**config.mk**
```make
export PLATFORM = sky130hd
export DESIGN_NAME = block_transfer_unit
export DESIGN_NICKNAME = d
export VERILOG_FILES = /design/src/rtl/block_transfer_unit.sv
export SDC_FILE = /design/constraint.sdc
export NUM_CORES = 1
export LEC_CHECK = 0
export ABC_AREA = 1
export CAP_MARGIN = 20
export CORE_UTILIZATION = 40
export CTS_CLUSTER_SIZE = 12
export DETAILED_ROUTE_END_ITERATION = 8
export DONT_BUFFER_PORTS = 1
export GPL_ROUTABILITY_DRIVEN = 0
export PLACE_DENSITY = 0.56
export SYNTH_ARGS = -nofsm -noshare
export SYNTH_HDL_FRONTEND = slang
export SYNTH_SLANG_ARGS = --single-unit
```
**constraint.sdc**
```tcl
create_clock -name clk -period 2.8 [get_ports clk]
set_clock_uncertainty 0.15 [all_clocks]
set_input_delay 0.56 -clock clk [delete_from_list [all_inputs] [get_ports clk]]
set_output_delay 0.56 -clock clk [all_outputs]
set_load 0.1 [all_outputs]
```
**src/rtl/block_transfer_unit.sv**
```systemverilog
// LDM/STM sequencer: walks reg_list low-to-high, one word transfer per set bit.
// Optional base-register writeback state is built only when BTU_WRITEBACK_EN is defined.
module block_transfer_unit #(
  parameter int unsigned WORD_SIZE  = 32,
  parameter int unsigned NUM_REGS   = 16,
  parameter int unsigned ADDR_WIDTH = 4
) (
  input  logic                  clk,
  input  logic                  reset,
  input  logic                  start,
  input  logic                  is_load,
  input  logic                  up,
  input  logic                  pre,
  input  logic                  writeback,
  input  logic [ADDR_WIDTH-1:0] base_reg,
  input  logic [WORD_SIZE-1:0]  base_addr,
  input  logic [NUM_REGS-1:0]   reg_list,
  output logic [ADDR_WIDTH-1:0] rf_rd_addr,
  input  logic [WORD_SIZE-1:0]  rf_rd_data,
  output logic                  rf_we,
  output logic [ADDR_WIDTH-1:0] rf_wr_addr,
  output logic [WORD_SIZE-1:0]  rf_wr_data,
  output logic                  mem_req,
  output logic                  mem_we,
  output logic [WORD_SIZE-1:0]  mem_addr,
  output logic [WORD_SIZE-1:0]  mem_wdata,
  input  logic [WORD_SIZE-1:0]  mem_rdata,
  input  logic                  mem_ack,
  output logic                  busy,
  output logic                  done,
  output logic                  pc_loaded
);

  localparam int unsigned CNT_W = $clog2(NUM_REGS + 1);

  typedef enum logic [1:0] {IDLE, XFER, WB, DONE} state_t;

  state_t                  state_q, state_d;
  logic                    is_load_q;
  logic [ADDR_WIDTH-1:0]   base_reg_q;
  logic [NUM_REGS-1:0]     list_q;
  logic [WORD_SIZE-1:0]    addr_q;
  logic [WORD_SIZE-1:0]    wb_val_q;
  logic [ADDR_WIDTH-1:0]   cur_idx_q;
  logic                    pc_loaded_q;
  logic                    busy_q;
  logic                    done_q;
  logic                    mem_req_q;
  logic                    mem_we_q;
  logic [NUM_REGS-1:0]     list_rest_c;
  logic [WORD_SIZE-1:0]    four_n_c;
  logic [WORD_SIZE-1:0]    start_addr_c;
  logic                    accept_c;
  logic                    load_ack_c;
  logic                    in_wb_c;
  logic                    load_sel_c;
`ifdef BTU_WRITEBACK_EN
  logic                    wb_en_q;
`else
  logic                    unused_writeback;
  assign unused_writeback = writeback;
`endif

  function automatic logic [CNT_W-1:0] popcount(input logic [NUM_REGS-1:0] v);
    popcount = '0;
    for (int i = 0; i < int'(NUM_REGS); i++) popcount = popcount + CNT_W'(v[i]);
  endfunction

  function automatic logic [ADDR_WIDTH-1:0] lowest_idx(input logic [NUM_REGS-1:0] v);
    lowest_idx = '0;
    for (int i = int'(NUM_REGS) - 1; i >= 0; i--) if (v[i]) lowest_idx = ADDR_WIDTH'(i);
  endfunction

  // Start address: lowest register always maps to the lowest address.
  always_comb begin
    four_n_c     = WORD_SIZE'(popcount(reg_list)) << 2;
    start_addr_c = base_addr;
    case ({up, pre})
      2'b10:   start_addr_c = base_addr;
      2'b11:   start_addr_c = base_addr + WORD_SIZE'(4);
      2'b00:   start_addr_c = base_addr - four_n_c + WORD_SIZE'(4);
      default: start_addr_c = base_addr - four_n_c;
    endcase
  end

  assign accept_c    = (state_q == IDLE) && start;
  assign list_rest_c = list_q & (list_q - NUM_REGS'(1));
  assign load_ack_c  = (state_q == XFER) && is_load_q && mem_ack;
  assign in_wb_c     = (state_q == WB);
  assign load_sel_c  = (state_q == IDLE) ? is_load : is_load_q;

  // Next-state logic.
  always_comb begin
    state_d = state_q;
    case (state_q)
      IDLE: if (start) state_d = (reg_list == '0) ? DONE : XFER;
      XFER: if (mem_ack && (list_rest_c == '0)) begin
`ifdef BTU_WRITEBACK_EN
        state_d = wb_en_q ? WB : DONE;
`else
        state_d = DONE;
`endif
      end
      WB:      state_d = DONE;
      DONE:    state_d = IDLE;
      default: state_d = IDLE;
    endcase
  end

  always_ff @(posedge clk or negedge reset) begin
    if (!reset) begin
      state_q     <= IDLE;
      is_load_q   <= 1'b0;
      base_reg_q  <= '0;
      list_q      <= '0;
      addr_q      <= '0;
      wb_val_q    <= '0;
      cur_idx_q   <= '0;
      pc_loaded_q <= 1'b0;
      busy_q      <= 1'b0;
      done_q      <= 1'b0;
      mem_req_q   <= 1'b0;
      mem_we_q    <= 1'b0;
`ifdef BTU_WRITEBACK_EN
      wb_en_q     <= 1'b0;
`endif
    end else begin
      state_q   <= state_d;
      busy_q    <= (state_d != IDLE);
      done_q    <= (state_d == DONE);
      mem_req_q <= (state_d == XFER);
      mem_we_q  <= (state_d == XFER) && !load_sel_c;
      if (accept_c) begin
        is_load_q   <= is_load;
        base_reg_q  <= base_reg;
        list_q      <= reg_list;
        addr_q      <= start_addr_c;
        wb_val_q    <= up ? (base_addr + four_n_c) : (base_addr - four_n_c);
        cur_idx_q   <= lowest_idx(reg_list);
        pc_loaded_q <= 1'b0;
`ifdef BTU_WRITEBACK_EN
        // A base register reloaded by LDM keeps the loaded value.
        wb_en_q     <= writeback && !(is_load && reg_list[base_reg]);
`endif
      end else if ((state_q == XFER) && mem_ack) begin
        list_q    <= list_rest_c;
        addr_q    <= addr_q + WORD_SIZE'(4);
        cur_idx_q <= lowest_idx(list_rest_c);
        if (is_load_q && (cur_idx_q == ADDR_WIDTH'(15))) pc_loaded_q <= 1'b1;
      end
    end
  end

  assign busy       = busy_q;
  assign done       = done_q;
  assign pc_loaded  = pc_loaded_q;
  assign mem_req    = mem_req_q;
  assign mem_we     = mem_we_q;
  assign mem_addr   = addr_q;
  assign rf_rd_addr = cur_idx_q;
  // Store data and load write-back pass straight through in the transfer cycle.
  assign mem_wdata  = ((state_q == XFER) && !is_load_q) ? rf_rd_data : '0;
  assign rf_we      = load_ack_c || in_wb_c;
  assign rf_wr_addr = load_ack_c ? cur_idx_q : (in_wb_c ? base_reg_q : '0);
  assign rf_wr_data = load_ack_c ? mem_rdata : (in_wb_c ? wb_val_q : '0);

endmodule

```
Word-level counts from Yosys, hierarchy flattened
Index checks and enable logic that the tools add are counted.
{"block": "classes", "n_eq_ne": 8, "n_mux": 53, "n_bitwise": 1, "n_addsub": 21, "reduce_logical": 19}
{"cell": "$mux 32", "n": 6}
{"cell": "$mux 4", "n": 36}
{"cell": "$add 32x3->32 const B", "n": 3}
{"cell": "$pmux 32 s3", "n": 1}
{"cell": "$add 5x1->5", "n": 11}
{"cell": "$add 32x7->32", "n": 1}
{"cell": "$logic_not 16->1", "n": 2}
{"cell": "$mux 16", "n": 2}
{"cell": "$sub 32x7->32", "n": 1}
{"cell": "$and 16x16->16", "n": 1}
{"cell": "$sub 16x1->16 const B", "n": 1}
{"cell": "$eq 2x2->1 const B", "n": 5}
{"cell": "$logic_and 1x1->1", "n": 8}
{"cell": "$pmux 2 s4", "n": 1}
{"cell": "$mux 2", "n": 3}
{"cell": "$reduce_bool 2->1", "n": 3}
{"cell": "$add 4x1->5", "n": 1}
{"cell": "$add 3x1->4", "n": 1}
{"cell": "$eq 2x1->1 const B", "n": 2}
{"cell": "$eq 4x4->1 const B", "n": 1}
{"cell": "$logic_not 2->1", "n": 2}
{"cell": "$mux 1", "n": 4}
{"cell": "$add 2x1->3", "n": 1}
{"cell": "$add 1x1->2", "n": 1}
{"cell": "3 further kinds", "n": 4}
{"block": "word_totals", "wordCells": 114, "regBits": 96, "out_inout_bits": 110, "inputBits": 124}

Depth between registers and ports, before layout
Gate-level depths: netlist of the first run.
{"block": "depth", "depth_word": 20, "mapped_depth": 35, "depth_no_buf": 35}

Least setup slack after synthesis of the first run
No wires, ideal clock.
{"block": "synth_path", "path_type": "input -> register", "from": "input reg_list[0]", "to": "register addr_q[20], in the netlist mem_addr[20]", "n_path_buf": 0, "path_stages": 26, "path_slack_ps": -2848, "t_arrival_ps": 5378, "setup_ps": 120, "required_ps": 2530, "path_cell_list": "inv_1 > fa_1 > fa_1 > fa_1 > fa_1 > inv_1 > ha_1 > fa_1 > fa_1 > o21ai_2 > ha_1 > inv_1 > nor2_1 > nand3_1 > nor2_4 > nand3_2 > inv_2 > nand3_2 > nor2_4 > nand2_1 > nand3_1 > nand2_1 > nand3_1 > nand2_1 > nand2_1 > nand2_1"}
{"block": "synth_between", "elab_chain_len": 19}
{"element": "start: declaration", "line_no": "17", "text": "input logic [NUM_REGS-1:0] reg_list,"}
{"element": "$add 1x1->2 (*)", "line_no": "66", "text": "for (int i = 0; i < int'(NUM_REGS); i++) popcount = popcount + CNT_W'(v[i]);"}
{"element": "$add 2x1->3 (*)", "line_no": "66"}
{"element": "$add 3x1->4 (*)", "line_no": "66"}
{"element": "$add 4x1->5 (*)", "line_no": "66"}
{"element": "$add 5x1->5 (*) (11 in a row)", "line_no": "66"}
{"element": "$sub 32x7->32 (*)", "line_no": "81, 82"}
{"element": "$add 32x3->32", "line_no": "81", "text": "2'b00: start_addr_c = base_addr - four_n_c + WORD_SIZE'(4);"}
{"element": "$pmux 32 s3 (*)", "line_no": "78", "text": "case ({up, pre})"}
{"element": "$mux 32 (*)", "line_no": "133", "text": "if (accept_c) begin"}
{"element": "end signal: assignment", "line_no": "137", "text": "addr_q <= start_addr_c;"}
{"element": "end signal: assignment", "line_no": "147", "text": "addr_q <= addr_q + WORD_SIZE'(4);"}
{"element": "end: declaration", "line_no": "42", "text": "logic [WORD_SIZE-1:0] addr_q;"}
Every way passes the cells marked *; elsewhere a longest branch is shown, timed or not.
A chain may end at the register's enable or synchronous reset.

Worst setup path in the final report of the first run
{"block": "layout_path", "from": "input reg_list[1]", "to": "register addr_q[26], in the netlist mem_addr[26]"}
The elaborated chain is that of the path after synthesis.

==> results.toml, run 1 <==
[run_status]
status = "finished, violations left"
violations = "hold timing, setup timing"

[clocking]
clockRootBuffer = "clkbuf_16"
cts.sinks = 96
clk_pin_slew_worst_paths_ps = 80
clock_latency_ps = 380
cts_made_buffers = 9
cts_tree = "done"
htreeDepth = 3
cts_buffer_depth = 2

[synthesis]
ys_types = 55
synth_top_area_share_pct = 22.9
netlist_area_sq_um = 10500
synthesis.nets = 1886
yosysMostFrequentCell = "nand2_1"
synth.top_cells.by_area = "dfrtp_1 23%, nand2_1 17%, inv_1 7.9%"
ys_seq_area_share_pct = 22.9
ys_ff_latch = 96
synth_warnings = 0
yosys.area.top_type = "dfrtp_1"
postSynthAreaPerCell_sq_um = 6.08
syn_inst = 1724
synth_ff_type = "dfrtp_1"
synthArstFlopShare_pct = 100
synth_edf_count = 0
ys_top_cells_by_count = "461 x nand2_1, 221 x inv_1, 198 x nor2_1, 126 x o21ai_0, 120 x nand3_1"

[place]
pre_cts_slack_ps = -3110
dpl.hpwl_mm = 32.1
portBuffers = 0

[power]
irDropWorstVdd_v = 0.00102
leakagePower_nw = 7.43
power.density_nw_per_um2 = 1200
finalPower_mw = 19.6

[sta]
setup_violations = 60
min_period_ps = 5440
period_share_pct = 194
timing.fmax_mhz = 184
setup_slack_ps = -2640
hold_violations = 96
hold_slack_ps = -268
rsz0062_at_grt = "true"
worstMarginPinSlew_ps = 910
slew_violations = 0
slew_headroom_pct = 39.3

[setup_path]
worstSetupEndpointType = "flip-flop"
startpoint_type = "input port"
worstRegToRegCells = 14
critPathMaxFanout = 5
arrival_ps = 5590
path_class = "input port to flip-flop"
required_ps = 2960

[routing]
drt_first_iter_violations = 980
finalWirelength_mm = 43.1
drt-wirelength-per-cell_um = 18.4
remaining_drc_errors = 0
ant_nets = 0
drt_first_pass_iters = 5
num_vias = 13000
routed_via_density = 5.53

[min_path]
hold_class = "input port to async pin"

[grt]
grt.total_usage_pct = 31.0
grt_max_degree = 97
grt_overflow_total = 0
antenna_found_initial = 0
grt_pass1_vias = 12100
grt_pass1_wl_mm = 64.4

[die]
die_area_sq_um = 26900
boundaryPins = 234
rows = 58
start_util_pct = 41.1
die_w_um = 164
core_area_sq_um = 25500
fp.dieH_um = 164

[layout]
antenna_cells = 0
drive_above_1_share_pct = 37.4
register_area_sq_um = 2400
nets = 2170
areaGrowthSynthToFinish_pct = 55.9
nFillCells = 2274
multi_input_area_sq_um = 8520

[flow_run]
cap_viol_max_count = 0
cell type report:
type                            instances  share of cell area, %
Clock inverter                          7                  0.452
Multi-Input combinational cell       1319                   52.2
Clock buffer                            9                   1.38
Timing Repair Buffer                  350                   23.2
Inverter                              232                   5.61
Sequential cell                        96                   14.7
Tap cell                              330                   2.53
where the power goes:
group | switching [mW] | total [mW] | internal (mW)
clock | 0.680 | 1.31 | 0.633
sequential | 0.791 | 2.85 | 2.06
combinational | 9.87 | 15.4 | 5.53
flip-flops by register name (all words and copies together), names as in the netlist, 2 cells and up:
| name | cells |
|---|---|
| list_q | 16 |
| mem_addr | 32 |
| rf_rd_addr | 4 |
| base_reg_q | 4 |
| wb_val_q | 32 |
| state_q | 2 |
worst max-delay path: stages:
cell and delay, ps:
inv_8 10, fa_1 490, fa_1 550, fa_2 450
fa_1 510, inv_2 50, ha_4 160, fa_2 580
fa_2 480, o21ai_4 200, ha_4 170, inv_4 30
nor2_4 80, nand3_2 100, nor2_4 160, nand3_4 100
nor2_4 180, nand3_4 120, nor2_4 170, nand2_1 70
nand2_1 70, nand3_2 50, nand2_1 50, nand2_1 60
a21oi_2 120
metal layers:
metal  global-route usage [%]  routed length [um]  vias up
met1                     38.3               17100     6125
met4                     14.6                1960        0
met2                     51.8               20600      545
met3                     5.93                3440      121
met5                        0                   0        -
li1                         -                   -     6168
final timing paths:
check	startpoint	end	slack [ps]
max	reg_list[1]	mem_addr[26]	-2640
min	reset	wb_val_q[23]	-270
max reg2reg	mem_addr[3]	mem_addr[30]	70
min reg2reg	base_reg_q[3]	base_reg_q[3]	340
max in group asynchronous	reset	mem_addr[14]	2570
min in group clk	base_reg[0]	base_reg_q[0]	150
through the flow:
| stage | hold WS, ps | utilization (%) | area [sq um] | instances | TNS [ps] |
|---|---|---|---|---|---|
| 3_3_place_gp | 123 | 56.1 | 14300 | 2260 | -161510 |
| 2_1_floorplan | 114 | - | 11200 | 1724 | -138180 |
| 3_5_place_dp | 122 | 56.1 | 14300 | 2260 | -164120 |
| 6_report | -268 | 64.1 | 16300 | 2343 | -136900 |
| 5_1_grt | -283 | 64.1 | 16300 | 2343 | -148700 |
| 4_1_cts | -277 | 60.2 | 15300 | 2308 | -130810 |
kinds of logic after synthesis:
logic type      count (synthesis)  synth area share, %
simple gates                  922                 39.5
compound gates                337                 18.7
buf+inv                       309                 11.7
flops                          96                 22.9
fa+ha+maj                      38                 5.40
xor+xnor                       22                 1.84
repair_timing:
item,4_1_cts,5_1_grt
resized for setup,137,186
setup endpoints to repair,97,81
pin swaps,50,122
setup buffers,35,42
endpoints found under the hold margin,96,96
cell usage in the layout (no fill, tap or decap), types with 7 or more instances in the layout:
master,count
xor2_1,16
ha_4,12
buf_4,228
nor3_1,17
buf_12,78
fa_1,8
o21ai_2,35
nor2_2,58
dfrtp_1,96
a31oi_1,19
a21oi_1,63
a22oi_1,8
inv_2,25
nand3_4,12
nor2_4,35
nand2_2,56
ha_1,14
nand3_2,28
nand3_1,89
nor2_1,137
nand4_1,23
o31ai_4,22
o211ai_1,19
inv_1,196
nand2_1,407
buf_6,43
o21ai_0,64
o21ai_1,42
nand2_4,27
nor4_1,7
clkbuf_16,9
a21oi_2,23
(Power assumes the default switching activity.)
==> run 2: changes to the inputs <==
--- a/config.mk
+++ b/config.mk
@@ -12,6 +12,8 @@
 export DETAILED_ROUTE_END_ITERATION = 8
 export DONT_BUFFER_PORTS = 1
 export GPL_ROUTABILITY_DRIVEN = 0
+export GPL_TIMING_DRIVEN = 0
+export MAX_ROUTING_LAYER = met4
 export PLACE_DENSITY = 0.56
 export SYNTH_ARGS = -nofsm -noshare
 export SYNTH_HDL_FRONTEND = slang
==> run 2 against run 1 <==
Against the previous run:
- the run still ends with hold timing, setup timing left
- non-clock buffer count decreased by 151
- global-route usage increased by 3.5 points
- via count decreased by 2.0%
- total power decreased by 8.2%
- critical endpoint is now mem_addr[20]
==> results.toml, run 2 (same netlist as run 1, synthesis figures left out) <==
[run_status]
status = "finished, violations left"
violations = "hold timing, setup timing"

[flow_run]
cap_viol_max_count = 0

[place]
portBuffers = 0
pre_cts_slack_ps = -3330
dpl.hpwl_mm = 33.7

[layout]
mostFrequentLayoutCell = "nand2_1"
areaGrowthSynthToFinish_pct = 41.9
nets = 2019
drive_above_1_share_pct = 32.3
final_cell_mix = "375 x nand2_1, 199 x inv_1, 135 x nor2_1"
nFillCells = 2390

[die]
rows = 58
fp.dieH_um = 164
boundaryPins = 234
start_util_pct = 41.1
core_area_sq_um = 25500
die_area_sq_um = 26900
die_w_um = 164

[sta]
slew_violations = 0
rsz0062_at_grt = "true"
hold_violations = 96
period_share_pct = 201
min_period_ps = 5630
setup_violations = 95
hold_slack_ps = -265
timing.fmax_mhz = 178
slew_headroom_pct = 27.0
worstMarginPinSlew_ps = 1100
setup_slack_ps = -2830

[setup_path]
startpoint_type = "input port"
r2r_setup_slack_ps = -820
critPathBufInv = 3
crit_family = "adder cells"
timing.rr.start = "mem_addr[3]"
worstSetupPathDepth = 25
path_common_cell = "nand2_1"
worstSetupEndpointType = "flip-flop"
path_class = "input port to flip-flop"
worstRegToRegCells = 14
timing.rr.end = "mem_addr[30]"
slowest_stage = "fa_2"
required_ps = 2960
critPathMaxFanout = 4
cp_slowest_stage_delay_ps = 580
arrival_ps = 5790

[grt]
grt_pass1_vias = 11700
grt_use_met1_pct = 42.4
grt_max_degree = 97
met3_usage_pct = 7.30
grt_overflow_total = 0
met2_usage_pct = 53.9
grt_pass1_wl_mm = 67.4
top_usage_layer = "met2"
grt.total_usage_pct = 34.5
antenna_found_initial = 3

[clocking]
cts_buffer_depth = 2
htreeDepth = 3
clk_pin_slew_worst_paths_ps = 80
cts_made_buffers = 9
clock_latency_ps = 370
cts.sinks = 96
cts_tree = "done"
clockRootBuffer = "clkbuf_16"

[power]
finalPower_mw = 17.9
power.density_nw_per_um2 = 1210
irDropWorstVdd_v = 0.00106
leakagePower_nw = 6.52

[routing]
num_vias = 12700
ant_nets = 0
finalWirelength_mm = 46.0
routed_via_density = 5.79
drt_first_iter_violations = 1044
drt-wirelength-per-cell_um = 21.0
drt_first_pass_iters = 6
remaining_drc_errors = 0

[min_path]
hold_class = "input port to async pin"
## run 2: cell types whose count changed in the layout (fill, tap and decap cells not counted), moves of 19 or more
cell	delta
buf_4	-157
buf_12	-75
clkbuf_1	+34
nor2_4	+34
nand2_1	-32
nor2_2	-32
o21ai_2	-23
buf_6	+19
## run 2: routing by layer
layer / wire length, um / up-vias
met5: 0 / -
met4: 2230 / 0
met3: 4120 / 157
met2: 21300 / 602
met1: 18400 / 6064
li1: - / 5878
## run 2: layout make-up
type / instances / area (sq um) / area share (%)
Antenna cell: 2 / 5.00 / 0.0337
Multi-Input combinational cell: 1319 / 9100 / 61.2
Timing Repair Buffer: 122 / 1190 / 7.98
Tap cell: 330 / 413 / 2.78
Clock inverter: 7 / 85.1 / 0.572
Clock buffer: 9 / 225 / 1.51
Inverter: 232 / 920 / 6.18
Buffer: 77 / 533 / 3.58
Sequential cell: 96 / 2400 / 16.2
## run 2: worst max path at each step
stage                       startpoint      endpoint  slack [ps]
after floorplan            reg_list[9]  mem_addr[30]       -2760
after global placement    reg_list[13]  mem_addr[20]       -3280
after detailed placement   reg_list[1]  mem_addr[20]       -3330
after CTS                 reg_list[13]  mem_addr[26]       -2720
after global routing       reg_list[5]  mem_addr[30]       -3030
final                     reg_list[15]  mem_addr[20]       -2830
## run 2: through the flow
stage                     area (sq um)  util [%]  setup TNS, ps  instances  hold WS [ps]
after global placement           11600      45.5        -193880       2054           119
after global routing             14900      58.4        -163770       2194          -275
after floorplan                  11200         -        -138180       1724           114
after detailed placement         11600      45.5        -198780       2054           119
after CTS                        13900      54.6        -152030       2178          -275
final                            14900      58.4        -152650       2194          -265
## run 2: where the power goes
group	internal (mW)	switching [mW]	total, mW
clock	0.716	0.667	1.38
combinational	3.82	8.01	11.8
sequential	2.01	2.72	4.73
total	6.55	11.4	17.9
## run 2: timing repair
item | 4_1_cts | 5_1_grt
setup endpoints to repair | 129 | 146
pin swaps | 123 | 144
hold endpoints to repair | 96 | 96
cloned | 5 | 0
resized for setup | 283 | 227
setup buffers | 103 | 51
==> run 3: changes to the inputs <==
--- a/config.mk
+++ b/config.mk
@@ -7,6 +7,9 @@
 export LEC_CHECK = 0
 export ABC_AREA = 1
 export CAP_MARGIN = 20
+export CELL_PAD_IN_SITES_DETAIL_PLACEMENT = 1
+export CELL_PAD_IN_SITES_GLOBAL_PLACEMENT = 1
+export CORE_ASPECT_RATIO = 1.75
 export CORE_UTILIZATION = 40
 export CTS_CLUSTER_SIZE = 12
 export DETAILED_ROUTE_END_ITERATION = 8
@@ -14,7 +17,8 @@
 export GPL_ROUTABILITY_DRIVEN = 0
 export GPL_TIMING_DRIVEN = 0
 export MAX_ROUTING_LAYER = met4
-export PLACE_DENSITY = 0.56
+export PLACE_DENSITY = 0.76
+export SKIP_CTS_REPAIR_TIMING = 1
 export SYNTH_ARGS = -nofsm -noshare
 export SYNTH_HDL_FRONTEND = slang
 export SYNTH_SLANG_ARGS = --single-unit
==> run 3 against run 2 <==
Against the previous run:
- the flow still finishes with violations (hold timing, setup timing)
- sequential power is essentially flat
- clock power is essentially flat
- setup slack lost 250 ps
- clock-buffer cell count is the same
- design area shrank 4.2%
- highest routed layer unchanged
- non-clock buffer count shrank 17
- flip-flop and latch count is the same
- fmax shrank 4.2%
==> results.toml, run 3 (same netlist as run 1, synthesis figures left out) <==
[layout]
nFillCells = 3328
finish.utilization_pct = 55.1
fin_cells = 2167
nets = 2002
areaGrowthSynthToFinish_pct = 35.9
drive_above_1_share_pct = 30.1
final_cell_mix = "388 x nand2_1, 199 x inv_1, 137 x nor2_1"
mostFrequentLayoutCell = "nand2_1"

[power]
power.density_nw_per_um2 = 1280
leakagePower_nw = 6.24
irDropWorstVdd_v = 0.000855
finalPower_mw = 18.2

[die]
die_w_um = 124
boundaryPins = 234
core_area_sq_um = 25900
fp.dieH_um = 216
rows = 78
die_area_sq_um = 26900
start_util_pct = 40.5

[sta]
hold_slack_ps = -301
timing.fmax_mhz = 170
period_share_pct = 210
setup_tns_ps = -163890
rsz0062_at_grt = "true"
slew_violations = 0
worstMarginPinSlew_ps = 1120
slew_headroom_pct = 25.0
min_period_ps = 5880
setup_slack_ps = -3080
hold_violations = 96
setup_violations = 97

[routing]
finalWirelength_mm = 54.8
routed_via_density = 6.10
drt-wirelength-per-cell_um = 25.3
ant_nets = 0
drt_first_iter_violations = 789
drt_first_pass_iters = 7
remaining_drc_errors = 0
num_vias = 13200

[clocking]
cts_tree = "done"
clk_pin_slew_worst_paths_ps = 80
clock_latency_ps = 400
cts_made_buffers = 9
cts.sinks = 96
htreeDepth = 3
clockRootBuffer = "clkbuf_16"
cts_buffer_depth = 2

[grt]
grt_pass1_wl_mm = 71.7
antenna_found_initial = 1
grt.total_usage_pct = 36.2
grt_pass1_vias = 12800
grt_overflow_total = 0
grt_max_degree = 97

[place]
portBuffers = 0
place_inst = 2044
dpl.hpwl_mm = 39.4
pre_cts_slack_ps = -3510

[run_status]
violations = "hold timing, setup timing"
status = "finished, violations left"

[setup_path]
startpoint_type = "input port"
cp_slowest_stage_delay_ps = 610
cp-startpoint = "reg_list[1]"
critPathMaxFanout = 4
arrival_ps = 6050
worstSetupEndpointType = "flip-flop"
timing.rr.start = "mem_addr[2]"
path_class = "input port to flip-flop"
slowest_stage = "fa_2"
required_ps = 2960
crit_chain = "clkinvlp_4 > fa_1 > fa_1 > fa_2 > fa_1 > inv_2 > ha_4 > fa_2 > fa_2 > o21ai_4 > ha_4 > inv_2 > nor2_4 > nand3_4 > nor2_4 > nand3_4 > nor2_4 > nand3_4 > buf_4 > nand2_1 > nand3_1 > nand2_1 > nand2_1 > a31oi_1"

[flow_run]
cap_viol_max_count = 0

[min_path]
hold_class = "input port to async pin"
## run 3: per-stage QoR
stage                     instance area, sq um  hold WS [ps]
after global placement                   11600           120
final                                    14200          -301
after global routing                     14200          -308
after detailed placement                 11600           119
after CTS                                11900          -292
after floorplan                          11200           114
## run 3: power breakdown
part	switching (mW)	internal, mW
sequential	2.74	2.01
clock	0.676	0.704
combinational	8.44	3.64
total	11.9	6.36
## run 3: worst paths after layout
kind                            cells past startpoint  slack [ps]       endpoint
worst max-delay path                               24       -3080   mem_addr[18]
worst min-delay path                                0        -300    wb_val_q[3]
worst min register to register                      2         380  base_reg_q[1]
worst max register to register                     12        -970   mem_addr[31]
max in group asynchronous                           0        2530  rf_rd_addr[2]
min in group clk                                    2         130  base_reg_q[3]
## run 3: critical path: cells and delay by family
| kind | cells | cell delay (ps) |
|---|---|---|
| and+or+nand+nor | 10 | 1280 |
| adders and majority gates | 8 | 3480 |
| buffers and inverters | 4 | 350 |
| AOI/OAI and AO/OA | 2 | 370 |
## run 3: final cells by class
type / count / area [sq um] / share of cell area (%)
Buffer: 77 / 517 / 3.63
Multi-Input combinational cell: 1319 / 8770 / 61.5
Antenna cell: 2 / 5.00 / 0.0351
Sequential cell: 96 / 2400 / 16.9
Clock buffer: 9 / 225 / 1.58
Timing Repair Buffer: 105 / 935 / 6.56
Inverter: 232 / 913 / 6.41
Clock inverter: 7 / 78.8 / 0.553
Tap cell: 320 / 400 / 2.81
## run 3: routing by layer
metal	wire length, um	GRT usage (%)
met1	17700	33.2
met5	0	-
met2	28000	64.1
met4	5880	33.9
met3	3230	4.96
